[src/rtl/mux_select_arbiter_pkg.sv]
// Shared encodings for the 2:1 steering-mux arbiter: FSM states and requester indices.
package mux_select_arbiter_pkg;

    typedef enum logic [1:0] {
        IDLE = 2'b00,
        GNT0 = 2'b01,
        GNT1 = 2'b10
    } state_t;

    localparam int REQ0 = 0;
    localparam int REQ1 = 1;

    function automatic state_t gnt_state(input logic idx);
        return idx ? GNT1 : GNT0;
    endfunction

endpackage

[src/rtl/mux_select_arbiter_if.sv]
// Request/grant bundle between the two requesters and the mux_select_arbiter.
interface mux_select_arbiter_if;
    logic [1:0] req;
    logic [1:0] grant;
    logic       select;
    logic       busy;

    modport master (output req, input grant, input select, input busy);
    modport slave  (input req, output grant, output select, output busy);
endinterface

[src/rtl/mux_select_arbiter_burst_counter.sv]
// arb_burst_counter: counts consecutive grant cycles of the current owner, saturating at MAX_BURST.
module arb_burst_counter #(
    parameter int MAX_BURST = 4,
    parameter int CNT_W     = 3
) (
    input  logic clk,
    input  logic reset_n,
    input  logic load,
    input  logic clear,
    input  logic en,
    output logic at_limit
);

    logic [CNT_W-1:0] cnt;

    // load wins over clear: a grant entry always starts a fresh burst at 1
    always_ff @(posedge clk or negedge reset_n) begin
        if (!reset_n) begin
            cnt <= '0;
        end else if (load) begin
            cnt <= CNT_W'(1);
        end else if (clear) begin
            cnt <= '0;
        end else if (en && !at_limit) begin
            cnt <= cnt + CNT_W'(1);
        end
    end

    assign at_limit = (cnt == CNT_W'(MAX_BURST));

endmodule

[src/rtl/mux_select_arbiter.sv]
// Round-robin owner of the shared one-bit 2:1 steering mux; select is registered and moves only on grant entry.
// Optional burst limit enabled by defining MUX_ARB_BURST_LIMIT_EN.
module mux_select_arbiter
    import mux_select_arbiter_pkg::*;
#(
    parameter int MAX_BURST = 4,
    parameter int CNT_W     = 3
) (
    input  logic                  clk,
    input  logic                  reset_n,
    mux_select_arbiter_if.slave   bus
);

    if (MAX_BURST < 2 || MAX_BURST > 7 || (1 << CNT_W) <= MAX_BURST) begin : g_bad_cfg
        $error("mux_select_arbiter: MAX_BURST must be 2..7 and fit in CNT_W bits");
    end

    state_t     state, next_state;
    logic       last_q;
    logic       select_q;
    logic       busy_q;
    logic [1:0] grant_q;
    logic       r0, r1;
    logic       at_limit;
    logic       entry;
    logic       new_owner;

    assign r0 = bus.req[REQ0];
    assign r1 = bus.req[REQ1];

    always_comb begin
        next_state = state;
        case (state)
            IDLE: begin
                case ({r1, r0})
                    2'b01:   next_state = GNT0;
                    2'b10:   next_state = GNT1;
                    2'b11:   next_state = gnt_state(~last_q);
                    default: next_state = IDLE;
                endcase
            end
            GNT0: begin
                if (r0) begin
                    if (at_limit && r1) next_state = GNT1;
                end else begin
                    next_state = r1 ? GNT1 : IDLE;
                end
            end
            GNT1: begin
                if (r1) begin
                    if (at_limit && r0) next_state = GNT0;
                end else begin
                    next_state = r0 ? GNT0 : IDLE;
                end
            end
            default: next_state = IDLE;
        endcase
    end

    // a handover between owners is also an entry, so it restarts the burst
    assign entry     = (next_state != state) && (next_state != IDLE);
    assign new_owner = (next_state == GNT1);

`ifdef MUX_ARB_BURST_LIMIT_EN
    arb_burst_counter #(
        .MAX_BURST (MAX_BURST),
        .CNT_W     (CNT_W)
    ) u_burst_counter (
        .clk      (clk),
        .reset_n  (reset_n),
        .load     (entry),
        .clear    (next_state == IDLE),
        .en       ((next_state == state) && (state != IDLE)),
        .at_limit (at_limit)
    );
`else
    assign at_limit = 1'b0;
`endif

    always_ff @(posedge clk or negedge reset_n) begin
        if (!reset_n) begin
            state    <= IDLE;
            grant_q  <= 2'b00;
            busy_q   <= 1'b0;
            last_q   <= 1'b1;
            select_q <= 1'b0;
        end else begin
            state    <= next_state;
            grant_q  <= {next_state == GNT1, next_state == GNT0};
            busy_q   <= (next_state != IDLE);
            if (entry) begin
                last_q   <= new_owner;
                select_q <= new_owner;
            end
        end
    end

    assign bus.grant  = grant_q;
    assign bus.select = select_q;
    assign bus.busy   = busy_q;

endmodule
[src/flat_wrapper.sv]
// flat-port wrapper written by rule: the top's interface ports become plain ports
module mux_select_arbiter_flat import mux_select_arbiter_pkg::*;
#(
    parameter int MAX_BURST = 4,
    parameter int CNT_W     = 3
)
  (clk, reset_n, bus_req, bus_grant, bus_select, bus_busy);
  mux_select_arbiter_if bus_i ();
  input  logic clk;
  input  logic reset_n;
  input wire logic [$bits(bus_i.req)-1:0] bus_req;
  output wire logic [$bits(bus_i.grant)-1:0] bus_grant;
  output wire logic [$bits(bus_i.select)-1:0] bus_select;
  output wire logic [$bits(bus_i.busy)-1:0] bus_busy;
  assign bus_i.req = bus_req;
  assign bus_grant = bus_i.grant;
  assign bus_select = bus_i.select;
  assign bus_busy = bus_i.busy;
  mux_select_arbiter #(.MAX_BURST(MAX_BURST), .CNT_W(CNT_W)) u_core (.clk(clk), .reset_n(reset_n), .bus(bus_i));
endmodule
[config.mk]
export PLATFORM = sky130hd
export DESIGN_NAME = mux_select_arbiter_flat
export DESIGN_NICKNAME = d
export VERILOG_FILES = /design/src/rtl/mux_select_arbiter_pkg.sv /design/src/rtl/mux_select_arbiter_if.sv /design/src/rtl/mux_select_arbiter_burst_counter.sv /design/src/rtl/mux_select_arbiter.sv /design/src/flat_wrapper.sv
export SDC_FILE = /design/constraint.sdc
export NUM_CORES = 1
export LEC_CHECK = 0
export BUFFER_PORTS_ARGS = -buffer_cell sky130_fd_sc_hd__buf_2
export CAP_MARGIN = 10
export CORE_AREA = 8 8 45 47
export DETAILED_ROUTE_END_ITERATION = 7
export DIE_AREA = 0 0 53 55
export GPL_TIMING_DRIVEN = 0
export SETUP_SLACK_MARGIN = 0.3
export SYNTH_ARGS = -nofsm -noshare
export SYNTH_HDL_FRONTEND = slang
export SYNTH_SLANG_ARGS = --single-unit
export TNS_END_PERCENT = 5
[constraint.sdc]
create_clock -name clk -period 0.95 [get_ports clk]
set_clock_uncertainty 0.05 [all_clocks]
set_input_delay 0.0475 -clock clk [delete_from_list [all_inputs] [get_ports clk]]
set_output_delay 0.0475 -clock clk [all_outputs]
set_load 0.02 [all_outputs]
==> results.sh <==
export IMPL_setup_worst_path_start_class="flop"
export IMPL_postSynthRegisterBits=7
export IMPL_io_pins=8
export IMPL_swShare_pct=29.8
export IMPL_grt_start_max_net_pins=8
export IMPL_number_of_buffers_inserted_during_clock_tree_synthesis=3
export IMPL_synth_yosys_warnings=0
export IMPL_die_span_x_um=53
export IMPL_slew_headroom_pct=87.9
export IMPL_hold_viol_final=0
export IMPL_fp_dieArea_um2=2920
export IMPL_final_period_utilization_pct=110
export IMPL_dr_pass1_iters=2
export IMPL_floorplan_die_height_um=55
export IMPL_power_internal_mw=0.665
export IMPL_synth_net_count=30
export IMPL_floorplan_rows=14
export IMPL_hold_class="in -> reg"
export IMPL_synthDominantCellAreaShare_pct=53.8
export IMPL_cp_slowest_stage_delay_ns=0.54
export IMPL_syn_cell_area_um2=279
export IMPL_grt_pass1_wl_um=945
export IMPL_worst_endpoint_arrival_ns=1.13
export IMPL_critical_path_cell_chain="nor2b_4 -> o211a_1 -> nor2_1"
export IMPL_setup_slack_after_layout_ns=-0.0923
export IMPL_ys_seq_area_share_pct=63.2
export IMPL_timing_critical_path_buf_inv=0
export IMPL_synth_cell_type_count=12
export IMPL_finalSetupViolCount=6
export IMPL_comb_power_share_pct=26.7
export IMPL_first_global_vias=232
export IMPL_routed_wl_met2_um=308
export IMPL_drt_drc_violations_left=0
export IMPL_clock_latency_ns=0.25
export IMPL_totalNegativeSetupSlack_ns=-0.351
export IMPL_synthesis_area_per_instance_um2=10.7
export IMPL_post_cts_setup_buffer_count=0
export IMPL_antenna_cells=0
export IMPL_routed_top_layer="met4"
export IMPL_dr_total_vias=226
export IMPL_design_core_area_um2=1380
export IMPL_cts_tree="yes"
export IMPL_place_hpwl_um=466
export IMPL_layout_nets=43
export IMPL_synth_top_cells_by_area="sky130_fd_sc_hd__dfrtp_1 54%, sky130_fd_sc_hd__dfstp_2 9.4%, sky130_fd_sc_hd__nor2_1 8.1%"
export IMPL_total_switching_power_mw=0.282
export IMPL_cpLargestDelayFamily="flip-flops"
export IMPL_violations="setup timing"
export IMPL_max_freq_mhz=959
export IMPL_routabilityCongestion=0.691
export IMPL_vias_per_cell=4.19
export IMPL_met1Wirelength_um=220
export IMPL_crit_required_ns=1.04
export IMPL_ctsRootBufferMaster="sky130_fd_sc_hd__clkbuf_4"
export IMPL_worst_pin_slew_ns=0.182
export IMPL_crit_fanout=3
export IMPL_drv_max_cap_violation_count=0
export IMPL_htree_num_levels=1
export IMPL_static_leakage_power_nw=0.195
export IMPL_pwr_density_cell_nw_per_um2=2340
export IMPL_initial_antenna_violation_count=0
export IMPL_p_seq_share_pct=44.4
export IMPL_syn_instance_count=26
export IMPL_clk_path_buf_depth=2
export IMPL_final_hold_worst_slack_ns=0.0295
export IMPL_cp_slowest_cell="sky130_fd_sc_hd__dfstp_2"
export IMPL_io_buffer_count=7
export IMPL_ant_nets=0
export IMPL_met3_wirelength_um=54
export IMPL_cts_num_sinks=7
export IMPL_initial_core_util_pct=20.2
export IMPL_timing_setup_critical_path_class="reg -> reg"
export IMPL_global_route_overflow_total=0
export IMPL_routed_wirelength_um=628
export IMPL_maxSlewViolCount=0
export IMPL_total_global_route_track_usage_pct=5.27
export IMPL_areaGrowthSynthToFinish_pct=44.8
export IMPL_endpoint_kind="flop"
export IMPL_synth_largest_area_cell="sky130_fd_sc_hd__dfrtp_1"
export IMPL_ratio_of_cells_with_drive_above_1_in_the_final_layout_pct=39.5
export IMPL_initialDrtViolationCount=2
export IMPL_status="complete, but fails checks"
export IMPL_post_route_min_period_ns=1.04
export IMPL_power_ir_vdd_worst_v=0.000684
export IMPL_unrepaired_setup_endpoints_after_global_routing="true"
export IMPL_wire_per_inst_um=11.6
export IMPL_clk_pin_slew_ns=0.05
export IMPL_share_clk_of_total_power_pct=28.9
-- cell usage after synthesis --
library cell and number:
sky130_fd_sc_hd__dfrtp_1 6, sky130_fd_sc_hd__and2_1 2, sky130_fd_sc_hd__o211a_1 1, sky130_fd_sc_hd__nor2b_1 1
sky130_fd_sc_hd__inv_1 2, sky130_fd_sc_hd__dfstp_2 1, sky130_fd_sc_hd__nand2_1 1, sky130_fd_sc_hd__and2b_2 1
sky130_fd_sc_hd__o22ai_1 1, sky130_fd_sc_hd__nor2_1 6, sky130_fd_sc_hd__a21oi_1 3, sky130_fd_sc_hd__o22a_2 1
-- cells in the final DEF (no fill, tap or decap) --
cell type                       synthesis  routed
sky130_fd_sc_hd__o22a_2                 1       1
sky130_fd_sc_hd__buf_6                  0       4
sky130_fd_sc_hd__nand2_1                1       1
sky130_fd_sc_hd__o22ai_1                1       1
sky130_fd_sc_hd__o211a_1                1       1
sky130_fd_sc_hd__inv_1                  2       2
sky130_fd_sc_hd__clkbuf_4               0       3
sky130_fd_sc_hd__dfrtp_1                6       5
sky130_fd_sc_hd__dlygate4sd3_1          0       1
sky130_fd_sc_hd__dfrtp_2                0       1
sky130_fd_sc_hd__a21oi_1                3       3
sky130_fd_sc_hd__clkbuf_1               0       1
sky130_fd_sc_hd__dfstp_2                1       1
sky130_fd_sc_hd__and2_1                 2       2
sky130_fd_sc_hd__nor2_1                 6       6
sky130_fd_sc_hd__and2b_2                1       1
sky130_fd_sc_hd__nor2b_4                0       1
sky130_fd_sc_hd__buf_2                  0       3
-- timing repair --
action | in CTS | in global routing
hold buffers | 1 | 0
hold endpoints to repair | 7 | 0
pin swaps | 1 | 1
setup endpoints to repair | 11 | 11
resized for setup | 9 | 1
-- flip-flops by register name, summed over array words and instances, names as in the netlist --
name,flops
u_core.last_q,1
u_core.state,2
u_core.bus.grant,2
u_core.bus.select,1
u_core.bus.busy,1
-- worst paths after layout --
check                           slack [ns]                          start  cells past startpoint                            end
worst max-delay path                 -0.09      u_core.last_q$_DFFE_PN1P_                      3  u_core.bus.select$_DFFE_PN0P_
min in group asynchronous             0.11                        reset_n                      2      u_core.state[0]$_DFF_PN0_
worst min register to register        0.48  u_core.bus.select$_DFFE_PN0P_                      2  u_core.bus.select$_DFFE_PN0P_
worst min-delay path                  0.03                     bus_req[0]                      2      u_core.state[0]$_DFF_PN0_
max in group asynchronous             0.51                        reset_n                      2      u_core.last_q$_DFFE_PN1P_
worst max register to register       -0.09      u_core.last_q$_DFFE_PN1P_                      3  u_core.bus.select$_DFFE_PN0P_
-- worst reg2reg max path, delay by kind of cell, from the launching register on --
family	cells	cell delay, ns
compound gates	1	0.15
flops	1	0.54
simple gates	2	0.19
-- cell families after synthesis --
kind of cell	Yosys count	share of synthesized area, %
and+or+nand+nor	11	19.3
DFF	7	63.2
AOI/OAI and AO/OA	6	14.8
buffers and inverters	2	2.69
-- final cells by class --
cell class,count,area (um^2)
timing repair buffer,8,70.1
tap,16,20.0
inverter,2,7.51
fill,158,980
multi-input combinational,17,103
sequential,7,178
clock buffer,4,26.3
-- stage by stage --
step	cells	setup slack (ns)	power [mW]	cell area (um^2)	util (%)
6_report	54	-0.0923	0.947	404	29.2
5_1_grt	54	-0.133	1.00	404	29.2
4_1_cts	54	-0.0980	0.965	403	29.1
3_5_place_dp	49	-0.106	0.622	337	24.3
3_3_place_gp	49	-0.0933	0.612	337	24.3
2_1_floorplan	26	-0.0529	0.545	282	-
-- per-layer routing --
layer | GRT usage, % | up-vias
met5 | 0 | -
met4 | 10.3 | 0
met3 | 2.14 | 4
met2 | 7.42 | 8
met1 | 4.00 | 106
li1 | - | 108
-- power by group through the flow --
stage / Clock, mW / Combinational (mW) / Sequential (mW)
after floorplan: 0 / 0.0988 / 0.446
after global placement: 0 / 0.203 / 0.409
after detailed placement: 0 / 0.209 / 0.413
after CTS: 0.288 / 0.259 / 0.419
after global routing: 0.302 / 0.275 / 0.428
final: 0.274 / 0.253 / 0.420
No activity file was read; power rests on OpenSTA's default activity.
